`config.mk`:
```
export PLATFORM = sky130hd
export DESIGN_NAME = exc_check_requester
export DESIGN_NICKNAME = d
export VERILOG_FILES = /design/src/rtl/exc_check_requester.sv
export SDC_FILE = /design/constraint.sdc
export NUM_CORES = 1
export LEC_CHECK = 0
export CAP_MARGIN = 0
export CORE_MARGIN = 2
export CORE_UTILIZATION = 39
export DETAILED_ROUTE_END_ITERATION = 12
export GPL_TIMING_DRIVEN = 1
export MAX_ROUTING_LAYER = met4
export PLACE_DENSITY = 0.6
export SKIP_CTS_REPAIR_TIMING = 1
export SLEW_MARGIN = 0
export SYNTH_ARGS = -nofsm -noshare
export SYNTH_HDL_FRONTEND = slang
export SYNTH_SLANG_ARGS = --single-unit
export TNS_END_PERCENT = 5
```
`constraint.sdc`:
```
create_clock -name CLK -period 3.72 [get_ports CLK]
set_input_delay 0.372 -clock CLK [delete_from_list [all_inputs] [get_ports CLK]]
set_output_delay 0.372 -clock CLK [all_outputs]
set_load 0.1 [all_outputs]
```
`src/rtl/exc_check_requester.sv`:
```
// Requester side of the Data/Data_valid/ACK/Exc handshake for the FPU exception checker.
// Buffers words in a FIFO, issues them one at a time and returns {data, exc} results.
module exc_check_requester #(
  parameter int DEPTH   = 4,
  parameter int TIMEOUT = 16
) (
  input  logic        CLK,
  input  logic        RSTN,
  input  logic [31:0] in_data,
  input  logic        in_valid,
  output logic        in_ready,
  output logic [31:0] Data,
  output logic        Data_valid,
  input  logic        ACK,
  input  logic [2:0]  Exc,
  output logic [31:0] res_data,
  output logic [2:0]  res_exc,
  output logic        res_valid,
  input  logic        res_ready,
  output logic        busy
);

  localparam int AW = $clog2(DEPTH);
  localparam int TW = $clog2(TIMEOUT);
  localparam logic [AW:0]   FULL = (AW + 1)'(DEPTH);
  localparam logic [TW-1:0] TMAX = TW'(TIMEOUT - 1);
  localparam logic [2:0]    EXC_TIMEOUT = 3'b111;

  typedef enum logic [1:0] {
    S_IDLE,
    S_REQ,
    S_REL,
    S_RESP
  } state_t;

  state_t         state;
  logic [31:0]    mem [DEPTH];
  logic [AW-1:0]  wr_ptr;
  logic [AW-1:0]  rd_ptr;
  logic [AW:0]    count;
  logic [TW-1:0]  tcnt;
  logic           push;
  logic           pop;

  // The checker leaves stale Exc on normal numbers; trust it only for exp==FF.
  function automatic logic [2:0] sanitize(
    input logic [31:0] d,
    input logic [2:0]  e
  );
    return (d[30:23] == 8'hFF) ? e : 3'b000;
  endfunction

  assign in_ready = (count != FULL);
  assign push     = in_valid && in_ready;
  assign pop      = (state == S_IDLE) && (count != '0) && !res_valid;
  assign busy     = (state != S_IDLE) || (count != '0);

  always_ff @(posedge CLK) begin
    if (push) begin
      mem[wr_ptr] <= in_data;
    end
  end

  always_ff @(posedge CLK or negedge RSTN) begin
    if (!RSTN) begin
      wr_ptr <= '0;
      rd_ptr <= '0;
      count  <= '0;
    end else begin
      if (push) begin
        wr_ptr <= wr_ptr + AW'(1);
      end
      if (pop) begin
        rd_ptr <= rd_ptr + AW'(1);
      end
      case ({push, pop})
        2'b10:   count <= count + (AW + 1)'(1);
        2'b01:   count <= count - (AW + 1)'(1);
        default: count <= count;
      endcase
    end
  end

  always_ff @(posedge CLK or negedge RSTN) begin
    if (!RSTN) begin
      state      <= S_IDLE;
      Data       <= '0;
      Data_valid <= 1'b0;
      tcnt       <= '0;
      res_data   <= '0;
      res_exc    <= '0;
      res_valid  <= 1'b0;
    end else begin
      unique case (state)
        S_IDLE: begin
          if (pop) begin
            Data       <= mem[rd_ptr];
            Data_valid <= 1'b1;
            tcnt       <= '0;
            state      <= S_REQ;
          end
        end
        S_REQ: begin
          if (ACK) begin
            res_exc    <= sanitize(Data, Exc);
            res_data   <= Data;
            Data_valid <= 1'b0;
            state      <= S_REL;
          end else if (tcnt == TMAX) begin
            res_exc    <= EXC_TIMEOUT;
            res_data   <= Data;
            Data_valid <= 1'b0;
            state      <= S_REL;
          end else begin
            tcnt <= tcnt + TW'(1);
          end
        end
        // One quiet cycle lets the checker fall back to compute.
        S_REL: begin
          res_valid <= 1'b1;
          state     <= S_RESP;
        end
        S_RESP: begin
          if (res_ready) begin
            res_valid <= 1'b0;
            state     <= S_IDLE;
          end
        end
      endcase
    end
  end

endmodule

```
== After elaboration in Yosys (flattened, before gate mapping) ==
Memory sizes are Yosys's and may differ from the RTL's. A register that Yosys moved wholly into a read port is not among the register bits.
Cells that the tools add are included.
Word-level totals
  logic and storage cells: 70
  input bits: 40
  flip-flop bits (word level): 50
  memory bits (writable): 128
  output and inout bits: 71
  memories kept: 1
Memories
  mem: words 4, bits a word 32, read ports 1, clocked after Yosys merged registers in 1, wr ports 1, line 37  | logic [31:0] mem [DEPTH];
Operators by class
  $add $sub $neg: 5
  equal/unequal tests: 13
  reductions and logical operators: 19
  multiplexer cells: 23
Operators by type and width (count)
  two-way mux 32 bit: 2
  two-way mux 4 bit: 3
  nonzero test 2 bit: 5
  two-way mux 3 bit: 3
  equality test 8 bit (second input constant): 1
  two-way mux 2 bit: 4
  inequality test 2 bit (second input constant): 4
  case mux 2 bit (4 select lines): 1
  case mux 4 bit (2 select lines): 1
  equality test 2 bit (second input constant): 3
  two-way mux 1 bit: 6
  inequality test 3 bit (second input constant): 2
  case mux 3 bit (2 select lines): 1
  AND reduction 2 bit: 3
  AND reduction 3 bit: 2
  adder 2 x 1 -> 2 bit (second input constant): 2
  adder 4 x 1 -> 4 bit (second input constant): 1
  equality test 2 x 1 -> 1 bit (second input constant): 2
  equality test 4 bit (second input constant): 1
  case mux 1 bit (2 select lines): 2
  AND reduction 4 bit: 1
  adder 3 x 1 -> 3 bit (second input constant): 1
  logical AND 1 bit: 3
  nonzero test 3 bit: 1
  4 further kinds: 5

== Longest topological paths before layout ==
Gate-level depths: netlist of the first run.
  depth after elaboration: 5
  mapped depth: 11

== Least setup slack after synthesis of the first run ==
No wires, ideal clock.
  kind: reg-to-reg
  start: register count[0]
  end: register count[2]
  required time: 3.641 ns
  path buffers: 0
  slack: 0.766 ns
  cell stages (with the launch flop): 11
  arrival: 2.874 ns
  path through: dfrtp_1 > inv_1 > nand3_1 > and2_1 > inv_1 > ha_1 > inv_1 > fa_1 > xor2_1 > nor2_1 > xor2_1
RTL lines
  start, declared: line 40  | logic [AW:0] count;
  start signal, assigned: line 77  | 2'b10: count <= count + (AW + 1)'(1);
  start signal, assigned: line 78  | 2'b01: count <= count - (AW + 1)'(1);
  start signal, assigned: line 79  | default: count <= count;
  inequality test 3 bit *: line 53  | assign in_ready = (count != FULL);
  named net in_ready: line 11  | output logic in_ready,
  logical AND 1 bit *: line 54  | assign push = in_valid && in_ready;
  equality test 2 x 1 -> 1 bit / equality test 2 bit (equally long branches): line 76  | case ({push, pop})
  case mux 3 bit (2 select lines) / nonzero test 2 bit (equally long branches)
The timed path passes the listed nets; every way through them passes the cells marked *.
A chain may end at the register's enable or synchronous reset.

== Final worst setup path of the first run ==
  start: register state[0]
  end: output port busy
Between the ends
  longest elaborated chain between the ends: 2
RTL lines
  start, declared: line 36  | state_t state;
  start signal, assigned: line 86  | state <= S_IDLE;
  start signal, assigned: line 100  | state <= S_REQ;
  start signal, assigned: line 108  | state <= S_REL;
  nonzero test 2 bit: line 56  | assign busy = (state != S_IDLE) || (count != '0);
  logical OR 1 bit: line 56
  end, declared: line 20  | output logic busy
Every way passes these cells.

==> flow_metrics.py, run 1 <==
metrics = {
    "sta": {
        "finalSetupTns_ps": 0,
        "tightestPinTransition_ps": 1120,
        "slew_viol_final": 0,
        "max_slew_margin": 0.254,
        "finalCritPeriodShare": 0.758,
        "setup_violations": 0,
        "period_minus_slack_ps": 2820,
        "max_clock_freq_ghz": 0.355,
        "clock_skew_ps": 21.6,
        "hold_viol": 0,
        "rsz0062_at_grt": "false",
    },
    "yosys": {
        "synth_edf_count": 128,
        "yosysWarnings": 0,
        "synth_async_sr_flop_share": 0.390,
        "syn_area_mm2": 0.00820,
        "syn_area_per_cell_um2": 17.4,
        "synth-seq-cells": 210,
        "synth_ff_type": "edfxtp_1",
        "synth_nets": 524,
        "synth_cell_type_count": 39,
        "synth_seq_area_share": 0.719,
        "synthCells": 472,
    },
    "global_routing": {
        "grt_first_pass_wirelength_um": 25600,
        "use_met2": 0.251,
        "track_usage": 0.154,
        "grt.overflow.total": 0,
        "busiest_layer": "met2",
        "antenna_found_initial": 1,
        "grtUsageMet3": 0.0303,
        "grt_pass1_vias": 4498,
        "grt_max_degree": 83,
        "global_route.usage.met1": 0.198,
    },
    "critical_path": {
        "required_ps": 3350,
        "critPathCaptureType": "primary output",
        "start_kind": "register",
        "cp.arrival_ps": 2450,
        "path_max_fanout": 4,
        "path_class": "reg2out",
    },
    "cts": {
        "cts_max_level": 1,
        "cts_buffers": 23,
        "insertion_delay_ps": 510,
        "cts_max_path_buffers": 3,
        "clock-root-buffer": "clkbuf_16",
        "cts.reportedPaths.clkPinSlew_ps": 60,
        "clkSinkCount": 210,
        "cts_tree": "yes",
    },
    "finish": {
        "nets": 644,
        "num-fill-cells": 1773,
        "drive_above_1_share": 0.174,
        "mostFrequentLayoutCells": "edfxtp_1, clkdlybuf4s50_1, nand2_1",
        "area_growth_pct": 24.7,
        "layout_commonest_cell": "edfxtp_1",
    },
    "route": {
        "routed_via_density": 4.83,
        "dr.pass1.iters": 4,
        "wire_per_inst_um": 18.3,
        "drcViolationCount": 0,
        "drt_iter0_drc": 325,
        "vias": 4272,
        "wl_um": 16200,
        "ant_nets": 0,
    },
    "die": {
        "fp.dieW_um": 149,
        "io_pins": 111,
        "die_y_um": 149,
        "core_region_area_mm2": 0.0208,
        "fp-row-count": 53,
        "initial_core_util": 0.394,
        "die_area_mm2": 0.0222,
    },
    "place": {
        "place_hpwl_um": 9540,
        "portBuffers": 110,
        "gp_congestion": 0.723,
    },
    "min_path": {
        "min_path_type": "in2async",
    },
    "run_status": {
        "run_status": "completed",
    },
    "run": {
        "drv_cap": 0,
    },
}
[sequential cells by signal, summed over array words and instances (netlist names)]
name / count
Data: 32
Data_valid: 1
count: 3
mem: 128
rd_ptr: 2
res_data: 32
res_exc: 3
res_valid: 1
state: 2
tcnt: 4
wr_ptr: 2
[stage by stage]
stage                      util  worst slack [ps]  cell area, um^2  hold WS (ps)  instances
after floorplan               -               766             8200          76.4        472
after global placement    0.458              1450             9530           457        842
after detailed placement  0.458              1410             9530           461        842
after CTS                 0.491               873            10200           131        884
after global routing      0.491               773            10200           149        885
final                     0.491               900            10200          73.7        885
[cell usage after synthesis (3+ instances only)]
master	instances	share of area
buf_4	3	0.0027
mux4_1	4	0.013
ha_1	11	0.017
clkbuf_1	3	0.0014
buf_12	3	0.0073
mux4_2	28	0.077
a31oi_1	5	0.0038
xnor2_1	3	0.0032
a21oi_1	3	0.0018
nand2_1	105	0.048
nor2_1	9	0.0041
and3_1	4	0.0031
inv_1	13	0.0060
xor2_1	3	0.0032
buf_2	8	0.0049
edfxtp_1	128	0.47
dfrtp_1	82	0.25
mux2_4	28	0.051
mux2_2	5	0.0069
[critical path, cell delays in order, from the launching register on]
cell	delay (ps)
dfrtp_1	380
inv_1	100
ha_1	250
nand2_1	90
clkdlybuf4s50_1	1120
[path summary, 6_finish.rpt]
check	slack (ps)	depth (start not counted)	startpoint	end
setup reg to reg	1500	3	rd_ptr[0]$_DFFE_PN0P_	Data[18]$_DFFE_PN0P_
hold reg to reg	480	2	res_data[14]$_DFFE_PN0P_	res_data[14]$_DFFE_PN0P_
hold / removal	70	1	RSTN	res_data[14]$_DFFE_PN0P_
max in group asynchronous	2850	1	RSTN	rd_ptr[0]$_DFFE_PN0P_
min in group CLK	440	3	Exc[2]	res_exc[2]$_DFFE_PN0P_
setup / recovery	900	4	state[0]$_DFFE_PN0P_	busy
[routing by layer]
metal	vias to the layer above	part of all wire
li1	1973	-
met3	22	0.052
met4	0	0.019
met1	2174	0.42
met5	-	0
met2	103	0.51
[final cells by class]
class	instances	area (um^2)	area share
multi-input cells	231	2120	0.207
clock inverters	13	90.1	0.00881
inverters	13	48.8	0.00477
flip-flops and latches	210	5900	0.577
repair buffers	113	1120	0.110
clock buffers	29	598	0.0585
diodes	1	2.50	0.000245
well taps	275	344	0.0337
[cells by family after synthesis]
kind of cell | share of synthesized area
flops | 0.719
simple gates | 0.0652
mux | 0.152
buf+inv | 0.0237
compound gates | 0.0144
fa+ha+maj | 0.0192
xor+xnor | 0.00641
Power of run 1 is left out: the tool's default activity adds up to more than one toggle a clock period on the data nets, which glitch-free logic cannot reach.
==> run 2, diff against run 1 <==
==> constraint.sdc (replaced) <==
create_clock -name CLK -period 2.91 [get_ports CLK]
set_input_delay 0.291 -clock CLK [delete_from_list [all_inputs] [get_ports CLK]]
set_output_delay 0.291 -clock CLK [all_outputs]
set_load 0.1 [all_outputs]
==> run 2 against run 1 <==
Net effect:
- worst setup slack lost 210 ps
- critical path depth grew 6
- utilization shrank 0.22 points
- design area shrank 0.45%
- non-clock buffer count grew 13
- count of clock-buffer cells in the layout grew 2
==> flow_metrics.py, run 2 (same netlist as run 1, synthesis figures left out) <==
metrics = {
    "place": {
        "place_hpwl_um": 11000,
        "portBuffers": 110,
        "gp_congestion": 0.716,
    },
    "sta": {
        "hold_viol": 0,
        "period_minus_slack_ps": 2210,
        "setup_violations": 0,
        "finalCritPeriodShare": 0.761,
        "max_clock_freq_ghz": 0.452,
        "rsz0062_at_grt": "false",
        "tightestPinTransition_ps": 886,
        "clock_skew_ps": 10.1,
        "finalSetupTns_ps": 0,
        "whs_ps": 356,
        "max_slew_margin": 0.409,
        "slew_viol_final": 0,
    },
    "die": {
        "core_region_area_mm2": 0.0208,
        "die_y_um": 149,
        "fp-row-count": 53,
        "fp.dieW_um": 149,
        "die_area_mm2": 0.0222,
        "io_pins": 111,
        "initial_core_util": 0.394,
    },
    "route": {
        "vias": 4353,
        "drcViolationCount": 0,
        "drt_iter0_drc": 306,
        "routed_via_density": 4.85,
        "wl_um": 16700,
        "dr.pass1.iters": 4,
        "wire_per_inst_um": 18.7,
        "ant_nets": 0,
    },
    "finish": {
        "area_growth_pct": 24.2,
        "nets": 657,
        "layout_commonest_cell": "edfxtp_1",
        "regMostFlops": "mem",
        "n_antenna_cell": 0,
        "mostFrequentLayoutCells": "edfxtp_1, nand2_1, buf_4",
        "largest_reg_flops": 128,
        "drive_above_1_share": 0.310,
        "reg_top3": "mem x128, Data x32, res_data x32",
    },
    "cts": {
        "insertion_delay_ps": 500,
        "cts_max_level": 1,
        "cts_tree": "yes",
        "cts.reportedPaths.clkPinSlew_ps": 60,
        "clock-root-buffer": "clkbuf_16",
        "clkSinkCount": 210,
        "cts_max_path_buffers": 3,
        "cts_buffers": 23,
    },
    "min_path": {
        "min_path_type": "in2async",
    },
    "critical_path": {
        "path_max_fanout": 6,
        "worstReg2RegEnd": "count[2]$_DFFE_PN0P_",
        "path_class": "reg2reg",
        "r2r-start": "count[0]$_DFFE_PN0P_",
        "r2r_slack_ps": 700,
        "cp.arrival_ps": 2630,
        "critPathCaptureType": "register",
        "start_kind": "register",
        "required_ps": 3320,
        "r2r_cells": 10,
    },
    "run_status": {
        "run_status": "completed",
    },
    "global_routing": {
        "grt_first_pass_wirelength_um": 26100,
        "grt_max_degree": 49,
        "grt.overflow.total": 0,
        "antenna_found_initial": 0,
        "grt_pass1_vias": 4585,
        "track_usage": 0.158,
    },
    "run": {
        "drv_cap": 0,
    },
}
==> run 2: cell type report <==
cell class	count	area, um^2
Clock buffer	31	606
Clock inverter	11	111
Fill cell	1800	10600
Inverter	13	48.8
Multi-Input combinational cell	231	2130
Sequential cell	210	5900
Tap cell	275	344
Timing Repair Buffer	126	1040
==> run 2: critical path, stage by stage (launching register included) <==
cell,delay (ps)
dfrtp_1,430
inv_1,140
nand3_2,160
and2_1,250
inv_1,70
ha_1,170
inv_1,70
fa_1,380
xor2_1,150
nor2_1,120
xor2_1,180
==> run 2: how the worst max path moves through the flow <==
stage	from	end	slack, ps	cells past startpoint
detailed placement	ACK	tcnt[3]$_DFFE_PN0P_	700	5
global route	count[0]$_DFFE_PN0P_	count[2]$_DFFE_PN0P_	540	10
finish	count[0]$_DFFE_PN0P_	count[2]$_DFFE_PN0P_	700	10
floorplan	res_valid$_DFFE_PN0P_	count[2]$_DFFE_PN0P_	320	9
global placement	ACK	tcnt[3]$_DFFE_PN0P_	790	5
CTS	count[0]$_DFFE_PN0P_	count[2]$_DFFE_PN0P_	690	10
==> run 2: routing by layer <==
metal | wire, um | share of wire | up-vias | track usage
met4 | 358 | 0.021 | 0 | 0.0410
met2 | 8550 | 0.51 | 93 | 0.267
met3 | 660 | 0.039 | 25 | 0.0266
met5 | 0 | 0 | - | -
met1 | 7180 | 0.43 | 2234 | 0.201
li1 | - | - | 2001 | -
==> run 2: metrics by stage <==
stage	worst slack, ps	cells	utilization	instance area, um^2
6_report	695	897	0.489	10200
3_5_place_dp	704	854	0.454	9450
5_1_grt	537	897	0.489	10200
3_3_place_gp	787	854	0.454	9450
4_1_cts	691	896	0.488	10200
2_1_floorplan	317	472	-	8200
Power of run 2 is left out for the same reason.
==> run 3, diff against run 2 <==
==> constraint.sdc (replaced) <==
create_clock -name CLK -period 2.3 [get_ports CLK]
set_input_delay 0.23 -clock CLK [delete_from_list [all_inputs] [get_ports CLK]]
set_output_delay 0.23 -clock CLK [all_outputs]
set_load 0.1 [all_outputs]
==> run 3 against run 2 <==
Net effect:
- cell count shrank 0.45%
- worst setup slack lost 490 ps
- first-iteration DRC count shrank 45%
- largest cell class unchanged
==> flow_metrics.py, run 3 (same netlist as run 1, synthesis figures left out) <==
metrics = {
    "run_status": {
        "run_status": "completed",
    },
    "route": {
        "vias": 4327,
        "ant_nets": 0,
        "wire_per_inst_um": 18.5,
        "drcViolationCount": 0,
        "drt_iter0_drc": 169,
        "wl_um": 16500,
        "dr.pass1.iters": 4,
        "routed_via_density": 4.85,
    },
    "global_routing": {
        "antenna_found_initial": 0,
        "grt.overflow.total": 0,
        "grt_max_degree": 44,
        "grt_pass1_vias": 4575,
        "track_usage": 0.155,
        "grt_first_pass_wirelength_um": 25600,
    },
    "finish": {
        "area_growth_pct": 25.1,
        "regMostFlops": "mem",
        "layout_commonest_cell": "edfxtp_1",
        "largest_reg_flops": 128,
        "num-fill-cells": 1758,
        "multiInputGateArea_mm2": 0.00214,
        "reg_top3": "mem x128, Data x32, res_data x32",
        "regArea_mm2": 0.00590,
        "nets": 653,
        "mostFrequentLayoutCells": "edfxtp_1, nand2_1, dfrtp_1",
        "drive_above_1_share": 0.310,
    },
    "cts": {
        "cts_max_path_buffers": 3,
        "cts_max_level": 1,
        "clkSinkCount": 210,
        "cts_tree": "yes",
        "insertion_delay_ps": 510,
        "cts_buffers": 22,
        "cts.reportedPaths.clkPinSlew_ps": 60,
        "clock-root-buffer": "clkbuf_16",
    },
    "critical_path": {
        "r2r_cells": 10,
        "cp.arrival_ps": 2520,
        "required_ps": 2730,
        "path_class": "reg2reg",
        "worstReg2RegEnd": "count[2]$_DFFE_PN0P_",
        "r2r_slack_ps": 200,
        "r2r-start": "state[0]$_DFFE_PN0P_",
        "path_max_fanout": 4,
        "start_kind": "register",
        "critPathCaptureType": "register",
    },
    "place": {
        "gp_congestion": 0.672,
        "place_hpwl_um": 10200,
        "portBuffers": 110,
    },
    "run": {
        "drv_cap": 0,
    },
    "die": {
        "fp.dieW_um": 149,
        "die_y_um": 149,
        "die_area_mm2": 0.0222,
        "core_region_area_mm2": 0.0208,
        "initial_core_util": 0.394,
        "fp-row-count": 53,
        "io_pins": 111,
    },
    "sta": {
        "hold_viol": 0,
        "slew_viol_final": 0,
        "finalSetupTns_ps": 0,
        "rsz0062_at_grt": "false",
        "finalCritPeriodShare": 0.912,
        "max_slew_margin": 0.573,
        "max_clock_freq_ghz": 0.477,
        "period_minus_slack_ps": 2100,
        "setup_violations": 0,
        "clock_skew_ps": 10.2,
        "tightestPinTransition_ps": 641,
    },
    "min_path": {
        "min_path_type": "in2async",
    },
}
run 3: layer usage:
layer | track usage | up-vias | wire length, um
li1 | - | 1991 | -
met2 | 0.261 | 92 | 8340
met5 | - | - | 0
met3 | 0.0275 | 31 | 848
met4 | 0.0414 | 0 | 308
met1 | 0.195 | 2213 | 7010
run 3: critical path, stage by stage, from the launching register on:
cell and delay, ps:
dfrtp_1 410, inv_1 140, ha_2 250, nand2b_4 80
nor2_4 140, ha_1 190, inv_1 60, fa_1 370
xor2_1 150, nor2_1 110, xor2_1 150
run 3: area by class of cell:
type,instances,area share
multi-input cells,231,0.209
diodes,1,0.000244
flip-flops and latches,210,0.576
clock inverters,8,0.00574
inverters,13,0.00476
well taps,275,0.0336
repair buffers,123,0.111
clock buffers,32,0.0603
run 3: worst max path at each step:
stage / start / to / slack, ps / cells after the start
after floorplan: state[0]$_DFFE_PN0P_ / count[2]$_DFFE_PN0P_ / 10 / 11
after global placement: state[0]$_DFFE_PN0P_ / count[2]$_DFFE_PN0P_ / 210 / 10
after detailed placement: state[0]$_DFFE_PN0P_ / count[2]$_DFFE_PN0P_ / 160 / 10
after CTS: state[0]$_DFFE_PN0P_ / count[2]$_DFFE_PN0P_ / 140 / 10
after global routing: state[0]$_DFFE_PN0P_ / count[2]$_DFFE_PN0P_ / 5 / 10
final: state[0]$_DFFE_PN0P_ / count[2]$_DFFE_PN0P_ / 200 / 10
run 3: metrics by stage:
stage	hold WS [ps]	area [um^2]	setup slack, ps	cells	utilization
after floorplan	-65.6	8220	11.8	472	-
after global placement	301	9560	207	851	0.459
after detailed placement	299	9560	164	851	0.459
after CTS	-237	10200	145	891	0.491
after global routing	332	10200	5.17	892	0.492
final	310	10200	203	893	0.492
Power of run 3 is left out for the same reason.
